File: src/rtl/fmt_ram_access_arbiter.sv
// rtl/fmt_ram_access_arbiter.sv - fmt RAM port arbiter between config path and lookup engine
// Lookup has priority; a starvation counter forces a config grant after CFG_MAX_WAIT denials.
module fmt_ram_access_arbiter #(
  parameter int ADDR_W       = 5,
  parameter int DATA_W       = 131,
  parameter int RD_LAT       = 1,
  parameter int CFG_MAX_WAIT = 4
) (
  input  logic              clk,
  input  logic              rst_n,
  input  logic              i_cfg_req,
  input  logic              i_cfg_wr,
  input  logic [ADDR_W-1:0] iv_cfg_addr,
  input  logic [DATA_W-1:0] iv_cfg_wdata,
  output logic              o_cfg_ack,
  output logic [DATA_W-1:0] ov_cfg_rdata,
  output logic              o_cfg_rdata_valid,
  input  logic              i_lkp_req,
  input  logic [ADDR_W-1:0] iv_lkp_addr,
  output logic              o_lkp_ack,
  output logic [DATA_W-1:0] ov_lkp_rdata,
  output logic              o_lkp_rdata_valid,
  output logic [ADDR_W-1:0] ov_ram_addr,
  output logic              o_ram_wr,
  output logic              o_ram_rd,
  output logic [DATA_W-1:0] ov_ram_wdata,
  input  logic [DATA_W-1:0] iv_ram_rdata
);

  localparam logic [3:0] MAX_CNT = 4'(CFG_MAX_WAIT);

  typedef enum logic {NORMAL, FORCE} state_t;

  state_t      state, state_nxt;
  logic [3:0]  cnt, cnt_nxt;
  logic        grant_cfg, grant_lkp;
  logic        rd_nxt;

  // tag_own = 1 marks a config read; stage 0 lines up with the o_ram_rd cycle
  logic [RD_LAT-1:0] tag_vld;
  logic [RD_LAT-1:0] tag_own;

  always_comb begin
    grant_cfg = 1'b0;
    grant_lkp = 1'b0;
    state_nxt = NORMAL;
    cnt_nxt   = cnt;
    case (state)
      FORCE: begin
        if (i_cfg_req)      grant_cfg = 1'b1;
        else if (i_lkp_req) grant_lkp = 1'b1;
      end
      default: begin
        if (i_lkp_req)      grant_lkp = 1'b1;
        else if (i_cfg_req) grant_cfg = 1'b1;
      end
    endcase
    if (!i_cfg_req || grant_cfg)
      cnt_nxt = 4'd0;
    else if (cnt < MAX_CNT)
      cnt_nxt = cnt + 4'd1;
    if (state == NORMAL && i_cfg_req && !grant_cfg && cnt_nxt == MAX_CNT)
      state_nxt = FORCE;
    rd_nxt = grant_lkp || (grant_cfg && !i_cfg_wr);
  end

  always_ff @(posedge clk) begin
    if (!rst_n) begin
      state             <= NORMAL;
      cnt               <= 4'd0;
      o_cfg_ack         <= 1'b0;
      o_lkp_ack         <= 1'b0;
      o_ram_wr          <= 1'b0;
      o_ram_rd          <= 1'b0;
      ov_ram_addr       <= '0;
      ov_ram_wdata      <= '0;
      tag_vld           <= '0;
      tag_own           <= '0;
      o_cfg_rdata_valid <= 1'b0;
      o_lkp_rdata_valid <= 1'b0;
      ov_cfg_rdata      <= '0;
      ov_lkp_rdata      <= '0;
    end else begin
      state        <= state_nxt;
      cnt          <= cnt_nxt;
      o_cfg_ack    <= grant_cfg;
      o_lkp_ack    <= grant_lkp;
      o_ram_wr     <= grant_cfg && i_cfg_wr;
      o_ram_rd     <= rd_nxt;
      ov_ram_addr  <= grant_cfg ? iv_cfg_addr : (grant_lkp ? iv_lkp_addr : '0);
      ov_ram_wdata <= grant_cfg ? iv_cfg_wdata : '0;

      for (int i = RD_LAT - 1; i > 0; i--) begin
        tag_vld[i] <= tag_vld[i-1];
        tag_own[i] <= tag_own[i-1];
      end
      tag_vld[0] <= rd_nxt;
      tag_own[0] <= grant_cfg;

      // RAM q is sampled on the edge closing cycle rd+RD_LAT-1
      o_cfg_rdata_valid <= tag_vld[RD_LAT-1] && tag_own[RD_LAT-1];
      o_lkp_rdata_valid <= tag_vld[RD_LAT-1] && !tag_own[RD_LAT-1];
      if (tag_vld[RD_LAT-1] && tag_own[RD_LAT-1])
        ov_cfg_rdata <= iv_ram_rdata;
      if (tag_vld[RD_LAT-1] && !tag_own[RD_LAT-1])
        ov_lkp_rdata <= iv_ram_rdata;
    end
  end

endmodule

File: config.mk
export PLATFORM = sky130hd
export DESIGN_NAME = fmt_ram_access_arbiter
export DESIGN_NICKNAME = d
export VERILOG_FILES = /design/src/rtl/fmt_ram_access_arbiter.sv
export SDC_FILE = /design/constraint.sdc
export NUM_CORES = 1
export LEC_CHECK = 0
export ABC_CLOCK_PERIOD_IN_PS = 2200
export CORE_AREA = 10 10 257 259
export DETAILED_ROUTE_END_ITERATION = 10
export DIE_AREA = 0 0 267 269
export DONT_BUFFER_PORTS = 1
export GPL_ROUTABILITY_DRIVEN = 0
export REMOVE_ABC_BUFFERS = 1
export SLEW_MARGIN = 20
export SYNTH_ARGS = -nofsm -noshare
export SYNTH_HDL_FRONTEND = slang
export SYNTH_SLANG_ARGS = --single-unit
File: constraint.sdc
create_clock -name clk -period 2.2 [get_ports clk]
set_clock_uncertainty 0.2 [all_clocks]
set_input_delay 0.33 -clock clk [delete_from_list [all_inputs] [get_ports clk]]
set_output_delay 0.33 -clock clk [all_outputs]
set_load 0.02 [all_outputs]
After elaboration in Yosys (flattened, before gate mapping). Index checks and enable logic that the tools add are counted.

Memory bits (writable): 0. Memories kept: 0. Input bits: 277. Bits in registers: 409. Bits in latches: 0. Logic and storage cells: 41. Memory bits (read-only): 0. Output and inout bits: 404.

Equality and inequality tests: 1. Add/subtract/negate cells: 1. Divide/modulo/power cells: 0. Muxes and demuxes: 11. Shift-type cells: 0. Reduce and logical (&&, ||, !) cells: 14. $lt $le $gt $ge: 1. Bitwise operators: 1. Multiply operators: 0.

Operators with widths (count): 5-bit 2-to-1 mux (2); 4-bit 2-to-1 mux (2); 1-bit logical AND (7); 1-bit 2-to-1 mux (7); 4-bit by 1-bit adder with 4-bit output, second input constant (1); 4-bit by 3-bit equality test with 1-bit output, second input constant (1); 1-bit zero test (4); 4-bit by 3-bit less-than comparator with 1-bit output, second input constant (1); 1-bit logical OR (2); 2-bit AND reduction (1); 1-bit NOT (1).

Logic depth before layout (Yosys ltp).
Depth in word-level cells: 8. Depth in mapped cells: 6. Depth with buffers taken out: 4.

Worst setup path before layout. No wires, ideal clock.

Path type: flip-flop to flip-flop. Start point: reg tag_vld. End point: reg ov_lkp_rdata[100]. Library setup time: 70 ps. Stages on the path, launching flop included: 7. Path buffers: 3. Required time: 1930 ps. Period minus slack after synthesis: 1489 ps. Arrival: 1219 ps. Path slack: 711 ps. Cell sequence: dfxtp_1 > nor2b_1 > buf_2 > buf_4 > buf_2 > nand2_1 > a21boi_1.

Word-level cells in the longest chain between the ends: 1.

Ends and longest elaborated chain: from (decl) (RTL line 40) `logic [RD_LAT-1:0] tag_vld;`; from (signal, indexed assignment) (RTL line 94) `tag_vld[i] <= tag_vld[i-1];`; 1-bit logical AND (RTL line 105) `if (tag_vld[RD_LAT-1] && !tag_own[RD_LAT-1])`; to (signal assigned) (RTL line 106) `ov_lkp_rdata <= iv_ram_rdata;`; to (decl) (RTL line 21) `output logic [DATA_W-1:0] ov_lkp_rdata,`.

Every way passes these cells. A chain may end at the register's enable or synchronous reset.

Final worst setup path.
Start point: reg tag_own. End point: reg ov_lkp_rdata[74].

Word-level cells in the longest chain between the ends: 2.

Ends and longest elaborated chain: from (decl) (RTL line 41) `logic [RD_LAT-1:0] tag_own;`; from (signal, indexed assignment) (RTL line 95) `tag_own[i] <= tag_own[i-1];`; 1-bit zero test (RTL line 105); 1-bit logical AND (RTL line 105).

Every way passes these cells.

==> summary by stage <==
Status
The run finished with clean final reports.

Power
Of the total power, the share spent switching nets is 0.239. The leakage power of the design is 0.00796 µW. The fraction of power consumed by the clock network is 0.448. Dividing total power by cell area gives a power density of 840 nW/µm².

The worst ir drop on vdd is 663 µV. The portion of total power attributed to sequential cells is 0.477. The net switching power is 4090 µW. Of the total power, combinational logic draws 0.075.

The total power is 17100 µW. Internal power comes to roughly 13000 µW.

Logic synthesis
Of the synthesized area, sequential elements account for 0.601. The dominant register cell in the synthesized netlist is sky130_fd_sc_hd__dfxtp_1. The netlist uses 25 different library cells. During synthesis, Yosys emitted a total of 0 warnings. Summed over all instances, the cell type with the most area after synthesis is sky130_fd_sc_hd__dfxtp_1. The share of the synthesized area in the top cell type is 0.601. The synthesized design contains 409 register bits. Counting instances in the post-synthesis netlist gives the leading cell types as 529 x sky130_fd_sc_hd__nand2_1, 409 x sky130_fd_sc_hd__dfxtp_1, 180 x sky130_fd_sc_hd__a21boi_1. After synthesis, the cell types taking the most area are sky130_fd_sc_hd__dfxtp_1 60%, sky130_fd_sc_hd__nand2_1 15%, sky130_fd_sc_hd__a21boi_1 9.9%, sky130_fd_sc_hd__and2_1 6.1%, sky130_fd_sc_hd__a21boi_0 4.5%. The post-synthesis area per instance is 9.31 µm². The cell count after synthesis came out at 1464. The number of flops mapped to enable cells by yosys is 0. The leading cell type by number of instances after synthesis is sky130_fd_sc_hd__nand2_1. The summed instance area of the synthesized netlist is 13600 µm². The proportion of synthesized flip-flops having asynchronous set or reset is 0.

Min path
The launch instance of the worst min-delay path is rst_n. For hold timing, the worst endpoint is ov_cfg_rdata[123]. Along the worst hold path, the cell count comes to 2. In this run the worst hold path is classified as in2reg.

Critical path
The category of the worst setup path capture point is a register. The end of the worst register-to-register path is ov_lkp_rdata[74]. The worst register-to-register path has a setup slack of 0.05 ns. STA puts the critical path data arrival time at 2.44 ns. The worst setup path is launched from a register. The worst setup path is of the reg2reg kind. In this run the worst path has a maximum fanout of 76.

For the worst setup path, the data required time is 2.49 ns. The depth of the worst register-to-register path is 6. The launch point of the worst reg-to-reg path is tag_own.

GRT
The initial antenna violation count is 5. The aggregate global-route resource usage is 0.153. The first-pass GRT wire length is 83200 µm.

The via count of the first global-routing pass is 12400. Global routing finished with a remaining overflow of 0. Entering global routing, the biggest net connects 139 pins.

Clock tree
The root buffer cell chosen for the clock tree is sky130_fd_sc_hd__clkbuf_16. The CTS H-tree depth is 2. The total clock sinks is 409.

The clock latency on the worst-skew pair is approximately 0.55 ns. Buffers inserted during clock tree synthesis total 43. The clock transition at the registers of the reported paths is roughly 0.06 ns.

TritonCTS built the clock tree. The clock passes through at most 3 buffers.

Timing
Timing would allow up to 0.465 GHz. Setup repair after global routing could not meet its margin everywhere. The worst pin sits at a relative slew slack of 0.579. The actual transition at the worst max-transition pin is 0.630 ns. The final critical-path share of the clock period is 0.976. The shortest clock period the worst path allows after layout is 2.15 ns. The minimum hold slack is 0.102 ns.

The setup-violating endpoint count in the final report is 0. The number of hold violations in the final report came to 0. The final worst-path setup slack is slightly above 0.05 ns. The max-slew violation total from the final report came to 0.

Finish
Once layout is complete, the utilization of the core stands at 0.334. The filler-free cell count of the finished design is 2684. The growth of design area from synthesis to finish is 49.7%. The number of fillers in the final layout is 5936. The share of layout cells above drive strength 1 is 0.0508.

The post-layout net count is ~2100.

Placement
The count of buffers inserted at the top-level ports is 0. After detailed placement, the design holds a cell count of 2167. The minimum setup slack after placement is 0.523 ns.

Once detailed placement completed, the half-perimeter wirelength came to 40900 µm.

Drt
The first detailed-routing pass ran for 5 iterations. The post-route antenna net violation count is 0. The via-per-instance ratio is 4.47. The count of unresolved DRC violations after routing is 0. The total length of routed wires is between 50000 and 60000 µm. After the first detailed-routing iteration, the DRC count stood at 879. Dividing the detail-routed wire length by the instance count gives 22.3 µm.

Summing over every cut layer, the via total after detailed routing is 12000.

Die
For this design the top-level I/O count stands at a little under 700. The die is 269 µm tall. The initial utilization of the core area, before any placement, comes to 0.223. The core outline area is 61000 µm². From left edge to right edge, the die measures about 270 µm. The overall die area is 71800 µm².

The floorplan has 91 rows.

Job
The total of max-cap violations is 0.
area by class of cell:
cell class,instances,area [µm²],area share
Antenna cell,5,12.5,0.000613
Clock buffer,60,1210,0.0594
Clock inverter,16,279,0.0137
Inverter,3,11.3,0.000552
Multi-Input combinational cell,949,5010,0.246
Sequential cell,409,8190,0.401
Tap cell,790,988,0.0484
Timing Repair Buffer,452,4700,0.230
through the flow:
step	cell area (µm²)	TNS (ns)
floorplan	13200	-631.27
global placement	14400	0
detailed placement	14400	0
finish	20400	0
global route	20400	-0.0281
CTS	20200	0
registers in the layout, summed over array words and instances (netlist names):
| name | count |
|---|---|
| ov_ram_addr | 5 |
| state | 1 |
| ov_lkp_rdata | 131 |
| tag_vld | 1 |
| o_cfg_rdata_valid | 1 |
| ov_ram_wdata | 131 |
| ov_cfg_rdata | 131 |
| o_ram_wr | 1 |
| o_lkp_ack | 1 |
| tag_own | 1 |
| cnt | 4 |
| o_lkp_rdata_valid | 1 |
kinds of logic after synthesis:
kind of cell	after synthesis	share of synthesized area
buffers and inverters	106	0.0355
AOI/OAI and AO/OA	273	0.150
DFF	409	0.601
muxes	2	0.00165
adders and majority gates	1	0.000918
and+or+nand+nor	672	0.211
xor gates and xnor gates	1	0.000643
worst max path at each step:
stage,end,from
6_report,ov_lkp_rdata[74],tag_own
5_1_grt,ov_lkp_rdata[74],tag_vld
4_1_cts,ov_cfg_rdata[38],tag_own
3_5_place_dp,ov_lkp_rdata[4],tag_own
3_3_place_gp,ov_cfg_rdata[12],tag_vld
2_1_floorplan,o_lkp_rdata_valid,tag_vld
critical path, stage by stage (launching register included):
cell,delay (ns)
sky130_fd_sc_hd__dfxtp_2,0.38
sky130_fd_sc_hd__nor2b_4,0.16
sky130_fd_sc_hd__clkbuf_16,0.28
sky130_fd_sc_hd__buf_6,0.20
sky130_fd_sc_hd__nand2_1,0.06
sky130_fd_sc_hd__a21boi_1,0.13
sky130_fd_sc_hd__dlygate4sd3_1,0.58
routing by layer:
metal / track usage / up-vias / wire, µm
met3: 0.0611 / 152 / 6470
met1: 0.145 / 5683 / 19600
met2: 0.267 / 724 / 29300
li1: - / 5445 / -
met4: 0.113 / 2 / 4530
met5: 0 / - / 5
what timing repair did:
item / CTS / global route
endpoints found under the setup margin: 0 / 108
setup buffers: 0 / 2
resized for setup: 0 / 16
endpoints found under the hold margin: 409 / 0
hold buffers: 432 / 0
placed cells by master (no fill, tap or decap), types with 2 or more instances in the layout:
cell type	n
sky130_fd_sc_hd__clkinv_2	4
sky130_fd_sc_hd__a22o_1	5
sky130_fd_sc_hd__inv_1	3
sky130_fd_sc_hd__bufinv_16	7
sky130_fd_sc_hd__a21boi_1	179
sky130_fd_sc_hd__buf_6	3
sky130_fd_sc_hd__mux2_2	2
sky130_fd_sc_hd__buf_16	7
sky130_fd_sc_hd__clkbuf_8	5
sky130_fd_sc_hd__buf_12	2
sky130_fd_sc_hd__dfxtp_1	408
sky130_fd_sc_hd__and2_1	133
sky130_fd_sc_hd__diode_2	5
sky130_fd_sc_hd__clkbuf_1	11
sky130_fd_sc_hd__nor2_1	4
sky130_fd_sc_hd__inv_6	2
sky130_fd_sc_hd__a21boi_0	81
sky130_fd_sc_hd__clkinvlp_4	2
sky130_fd_sc_hd__nand2_1	528
sky130_fd_sc_hd__clkbuf_16	47
sky130_fd_sc_hd__a21boi_2	2
sky130_fd_sc_hd__buf_4	6
sky130_fd_sc_hd__dlygate4sd3_1	431
sky130_fd_sc_hd__a21oi_1	3
power by group through the flow:
| stage | logic (µW) | clock network (µW) | registers [µW] |
|---|---|---|---|
| global placement | 543 | 0 | 8350 |
| CTS | 1210 | 7850 | 8180 |
| finish | 1280 | 7670 | 8180 |
| global route | 1380 | 8160 | 8190 |
| floorplan | 418 | 0 | 8220 |
| detailed placement | 565 | 0 | 8350 |
No activity file was read; power rests on OpenSTA's default activity.
